`config.mk`:
```
export PLATFORM = sky130hd
export DESIGN_NAME = config_bank_tmr_scrub
export DESIGN_NICKNAME = d
export VERILOG_FILES = /design/src/rtl/config_bank_tmr_pkg.sv /design/src/rtl/tmr_word_voter.sv /design/src/rtl/config_bank_tmr_scrub.sv
export SDC_FILE = /design/constraint.sdc
export NUM_CORES = 2
export LEC_CHECK = 0
export ABC_AREA = 0
export ABC_CLOCK_PERIOD_IN_PS = 13700
export BUFFER_PORTS_ARGS = -buffer_cell sky130_fd_sc_hd__buf_2
export CAP_MARGIN = 5
export CELL_PAD_IN_SITES_DETAIL_PLACEMENT = 0
export CELL_PAD_IN_SITES_GLOBAL_PLACEMENT = 1
export CORE_ASPECT_RATIO = 1.4
export CORE_MARGIN = 10
export CORE_UTILIZATION = 55
export CTS_CLUSTER_DIAMETER = 50
export DETAILED_ROUTE_END_ITERATION = 6
export PLACE_DENSITY_LB_ADDON = 0.08
export SLEW_MARGIN = 0
export SYNTH_ARGS = -nofsm -noshare
export SYNTH_HDL_FRONTEND = slang
export SYNTH_SLANG_ARGS = --single-unit
export TNS_END_PERCENT = 30
```
`constraint.sdc`:
```
create_clock -name clk -period 13.7 [get_ports clk]
set_clock_uncertainty 0.15 [all_clocks]
set_input_delay 2.055 -clock clk [delete_from_list [all_inputs] [get_ports clk]]
set_output_delay 2.055 -clock clk [all_outputs]
set_load 0.1 [all_outputs]
```
`src/rtl/config_bank_tmr_pkg.sv`:
```
// Shared types for the TMR configuration bank: scrubber states and copy indices.
package config_bank_tmr_pkg;

  typedef enum logic [1:0] {
    IDLE  = 2'd0,
    GAP   = 2'd1,
    CHECK = 2'd2
  } scrubState_e;

  localparam logic [1:0] COPY_A = 2'd0;
  localparam logic [1:0] COPY_B = 2'd1;
  localparam logic [1:0] COPY_C = 2'd2;

endpackage

```
`src/rtl/tmr_word_voter.sv`:
```
// Bitwise 2-of-3 majority vote over three copies of a word, plus a disagreement flag.
module tmr_word_voter #(
  parameter int WIDTH = 8
) (
  input  logic [WIDTH-1:0] a,
  input  logic [WIDTH-1:0] b,
  input  logic [WIDTH-1:0] c,
  output logic [WIDTH-1:0] voted,
  output logic             mismatch
);

  // Each bit resolves independently; two corrupted copies of a bit win the vote.
  assign voted    = (a & b) | (a & c) | (b & c);
  assign mismatch = |((a ^ b) | (a ^ c));

endmodule

```
`src/rtl/config_bank_tmr_scrub.sv`:
```
// Triplicated configuration word bank with voted reads and a background scrubber
// that rewrites disagreeing words and counts the corrections it commits.
module config_bank_tmr_scrub
  import config_bank_tmr_pkg::*;
#(
  parameter int WIDTH     = 8,
  parameter int DEPTH     = 16,
  parameter int CNT_W     = 8,
  parameter int SCRUB_GAP = 4,
  localparam int AW       = $clog2(DEPTH)
) (
  input  logic             clk,
  input  logic             rstn,
  input  logic             wr_en,
  input  logic [AW-1:0]    wr_addr,
  input  logic [WIDTH-1:0] wr_data,
  input  logic [AW-1:0]    rd_addr,
  output logic [WIDTH-1:0] rd_data,
  output logic             rd_mismatch,
  input  logic             scrub_en,
  output logic             scrub_busy,
  output logic [AW-1:0]    scrub_ptr,
  output logic             fix_pulse,
  output logic [CNT_W-1:0] fix_count,
  input  logic             cnt_clr,
  input  logic             inj_en,
  input  logic [1:0]       inj_copy,
  input  logic [AW-1:0]    inj_addr,
  input  logic [WIDTH-1:0] inj_mask
);

  localparam int               GAP_W     = $clog2(SCRUB_GAP + 1);
  localparam logic [GAP_W-1:0] GAP_LOAD  = GAP_W'(SCRUB_GAP - 1);
  localparam logic [CNT_W-1:0] CNT_MAX   = '1;
  localparam logic [AW-1:0]    LAST_ADDR = AW'(DEPTH - 1);

  logic [WIDTH-1:0] copyA [DEPTH];
  logic [WIDTH-1:0] copyB [DEPTH];
  logic [WIDTH-1:0] copyC [DEPTH];

  scrubState_e      state;
  logic [GAP_W-1:0] gapCnt;
  logic [AW-1:0]    scrubPtr;
  logic [WIDTH-1:0] scrubVoted;
  logic             scrubMismatch;
  logic             doFix;

  tmr_word_voter #(.WIDTH(WIDTH)) readVoter (
    .a        (copyA[rd_addr]),
    .b        (copyB[rd_addr]),
    .c        (copyC[rd_addr]),
    .voted    (rd_data),
    .mismatch (rd_mismatch)
  );

  tmr_word_voter #(.WIDTH(WIDTH)) scrubVoter (
    .a        (copyA[scrubPtr]),
    .b        (copyB[scrubPtr]),
    .c        (copyC[scrubPtr]),
    .voted    (scrubVoted),
    .mismatch (scrubMismatch)
  );

  // A correction yields to a same-cycle write at the address being checked.
  assign doFix      = (state == CHECK) && scrubMismatch && !(wr_en && (wr_addr == scrubPtr));
  assign scrub_busy = (state != IDLE);
  assign scrub_ptr  = scrubPtr;

  // Storage update per address with priority write > scrub correction > injection.
  always_ff @(posedge clk or negedge rstn) begin
    if (!rstn) begin
      for (int i = 0; i < DEPTH; i++) begin
        copyA[i] <= '0;
        copyB[i] <= '0;
        copyC[i] <= '0;
      end
    end else begin
      for (int i = 0; i < DEPTH; i++) begin
        if (wr_en && (wr_addr == AW'(i))) begin
          copyA[i] <= wr_data;
          copyB[i] <= wr_data;
          copyC[i] <= wr_data;
        end else if (doFix && (scrubPtr == AW'(i))) begin
          copyA[i] <= scrubVoted;
          copyB[i] <= scrubVoted;
          copyC[i] <= scrubVoted;
        end else if (inj_en && (inj_addr == AW'(i))) begin
          case (inj_copy)
            COPY_A:  copyA[i] <= copyA[i] ^ inj_mask;
            COPY_B:  copyB[i] <= copyB[i] ^ inj_mask;
            COPY_C:  copyC[i] <= copyC[i] ^ inj_mask;
            default: ;
          endcase
        end
      end
    end
  end

  // Scrubber sequencing, address walk and the saturating correction counter.
  always_ff @(posedge clk or negedge rstn) begin
    if (!rstn) begin
      state     <= IDLE;
      gapCnt    <= '0;
      scrubPtr  <= '0;
      fix_pulse <= 1'b0;
      fix_count <= '0;
    end else begin
      fix_pulse <= doFix;
      if (cnt_clr) begin
        fix_count <= '0;
      end else if (doFix && (fix_count != CNT_MAX)) begin
        fix_count <= fix_count + CNT_W'(1);
      end
      case (state)
        IDLE: begin
          if (scrub_en) begin
            state  <= GAP;
            gapCnt <= GAP_LOAD;
          end
        end
        GAP: begin
          if (!scrub_en) begin
            state <= IDLE;
          end else if (gapCnt == '0) begin
            state <= CHECK;
          end else begin
            gapCnt <= gapCnt - GAP_W'(1);
          end
        end
        CHECK: begin
          scrubPtr <= (scrubPtr == LAST_ADDR) ? '0 : scrubPtr + AW'(1);
          if (scrub_en) begin
            state  <= GAP;
            gapCnt <= GAP_LOAD;
          end else begin
            state <= IDLE;
          end
        end
        default: state <= IDLE;
      endcase
    end
  end

endmodule

```
==> flow_metrics.py <==
metrics = {
    "worst_setup_path": {
        "startpoint_type": "primary input",
        "crit_path_end_kind": "output port",
        "cpPeakStageDelay_ns": 0.76,
        "cp_max_fo": 53,
        "cp_slowest_cell": "buf_4",
        "cp_common_cell": "mux4_2",
        "worstPathCellList": "buf_6, buf_4, mux4_2, mux4_2, ha_1, nor4_1, nand4_1, buf_2",
        "path_class": "primary input to output port",
        "critPathRequiredTime_ns": 11.49,
        "reg2reg_depth": 14,
        "worstPathArrival_ns": 6.14,
    },
    "sta": {
        "tns_ns": 0,
        "fin_crit_sh_pct": 60.9,
        "slew_violations": 0,
        "worstMarginPinSlew_ns": 1.32,
        "setup_slack_ns": 5.35,
        "max_slew_margin_pct": 11.5,
        "setup_viol": 0,
        "hold_violations": 0,
        "fmax_ghz": 0.120,
        "rsz0062_at_grt": "false",
        "min_period_ns": 8.35,
    },
    "floorplanning": {
        "ioPinCount": 59,
        "die_y_um": 295,
        "start_util_pct": 55.7,
        "design.core.area_um2": 53300,
        "die_w_um": 216,
        "dieArea_um2": 63800,
        "rows": 100,
    },
    "placement": {
        "finalWeightedCongestion": 1.01,
        "place_ws_ns": 5.31,
        "dp_hpwl_mm": 91.0,
        "port_buffers": 58,
    },
    "cells_and_area": {
        "num_antenna_cells": 0,
        "most-common-layout-cells": "nand2_1 (429), dfrtp_1 (400), a21oi_1 (371)",
        "final_nets": 3099,
        "multi_input_area_um2": 18500,
        "regArea_um2": 10100,
        "drive_gt1_share_pct": 18.1,
        "layout_commonest_cell": "nand2_1",
        "fillers": 4595,
        "syn_to_final_growth_pct": 8.63,
    },
    "cts": {
        "clkLatencyLatePin_ns": 0.61,
        "clk_pin_slew_ns": 0.06,
        "cts_tree": "done",
        "root_buffer": "clkbuf_16",
        "postCtsSetupBuffers": 0,
        "cts_max_level": 2,
        "cts_resized": 0,
        "clk_path_buf_depth": 3,
        "cts_made_buffers": 50,
        "clock_sinks": 402,
        "holdBufCountCts": 0,
    },
    "power": {
        "p_per_area_nw_per_um2": 192,
        "vdd_drop_max_mv": 0.121,
        "total_power_mw": 6.20,
        "p_leak_nw": 11.5,
    },
    "routing": {
        "drt_iter0_markers": 3375,
        "avgRoutedWirePerCell_um": 32.6,
        "drt_first_pass_iters": 6,
        "viasPerCell": 7.40,
        "antenna_left": 0,
        "drcViolationCount": 0,
        "finalWirelength_mm": 123,
        "routed-via-count": 28000,
    },
    "synth": {
        "yosysSeqAreaShare_pct": 33.9,
        "synth_edf_count": 0,
        "synthArstFlopShare_pct": 100,
        "synth_top_area_share_pct": 33.9,
        "synthCells": 3100,
        "ys_seq_elements": 402,
        "synth.distinct_cells": 74,
        "netlist_area_um2": 29700,
        "synth_largest_area_cell": "dfrtp_1",
        "syn-num-nets": 3175,
        "yosysWarnings": 0,
        "syn-mean-instance-area_um2": 9.58,
        "netlist_top_cells_area": "dfrtp_1 (34%), mux4_2 (17%), xor2_1 (6.8%)",
        "ys.flop_type": "dfrtp_1",
    },
    "job": {
        "drv_cap": 0,
    },
    "global_route": {
        "grt_overflow": 0,
        "antenna_found_initial": 2,
        "grt_max_degree": 83,
        "grt_pass1_wl_mm": 181,
        "grt_util_all_layers_pct": 37.9,
        "grt_pass1_vias": 27700,
    },
    "status": {
        "status": "completed",
    },
    "hold_path": {
        "hp-class": "register to register",
        "whs_path_depth": 1,
    },
}
[area by class of cell]
cell class / instances / area share [%]
Clock buffer: 70 / 4.65
Clock inverter: 21 / 0.920
Inverter: 36 / 0.419
Multi-Input combinational cell: 2398 / 57.2
Sequential cell: 402 / 31.2
Tap cell: 714 / 2.77
Timing Repair Buffer: 136 / 2.77
[flip-flops by register name (all words and copies together), names as in the netlist]
| register | flops |
|---|---|
| fix_count | 8 |
| gapCnt | 3 |
| fix_pulse | 1 |
| copyA | 128 |
| state | 2 |
| copyC | 128 |
| copyB | 128 |
| scrub_ptr | 4 |
[worst max-delay path: cells and delay by family]
kind / cells / cell delay, ns
buf+inv: 3 / 1.70
mux: 2 / 1.13
simple gates: 2 / 0.81
fa+ha+maj: 1 / 0.30
[through the flow]
| stage | instance area, um2 | utilization [%] | cells | hold slack [ns] |
|---|---|---|---|---|
| after floorplan | 29700 | - | 3100 | 0.321 |
| final | 32200 | 60.5 | 3777 | 0.381 |
| after detailed placement | 30400 | 57.1 | 3686 | 0.365 |
| after global placement | 30400 | 57.1 | 3686 | 0.349 |
| after global routing | 32200 | 60.5 | 3777 | 0.386 |
| after CTS | 32200 | 60.5 | 3777 | 0.374 |
[layer usage]
metal / track usage, % / up-vias / share of wire, %
li1: - / 11500 / -
met1: 45.8 / 13800 / 35
met2: 59.9 / 2098 / 46
met3: 8.33 / 523 / 11
met4: 25.8 / 4 / 7.8
met5: 0 / - / 0.021
[path summary, 6_finish.rpt]
path                         startpoint          end  slack, ns
max in group asynchronous          rstn    copyB[17]       9.94
max                          rd_addr[0]  rd_mismatch       5.35
min                            state[1]     state[1]       0.38
max reg2reg                scrub_ptr[0]   copyA[110]       6.32
min in group asynchronous          rstn   copyB[103]       1.26
min reg2reg                    state[1]     state[1]       0.38
[power breakdown]
group | switching, mW | internal [mW] | total [mW]
logic | 1.28 | 1.12 | 2.40
registers | 0.705 | 1.63 | 2.33
clock network | 0.579 | 0.880 | 1.46
[cells by family after synthesis]
logic type	share of synthesized area [%]
simple gates	14.5
compound gates	21.5
xor+xnor	7.14
flops	33.9
fa+ha+maj	1.64
mux	17.0
buf+inv	4.29
[synthesized netlist by cell type (47+ instances only)]
cell type and count:
a21oi_1 375, buf_2 47, clkbuf_1 185, dfrtp_1 402, mux4_2 224, nand2_1 429
nor2_1 272, nor4_1 48, o211ai_1 118, o21ai_0 60, o22ai_1 53, xor2_1 231
Note: power is estimated with default switching activity, not from simulation.
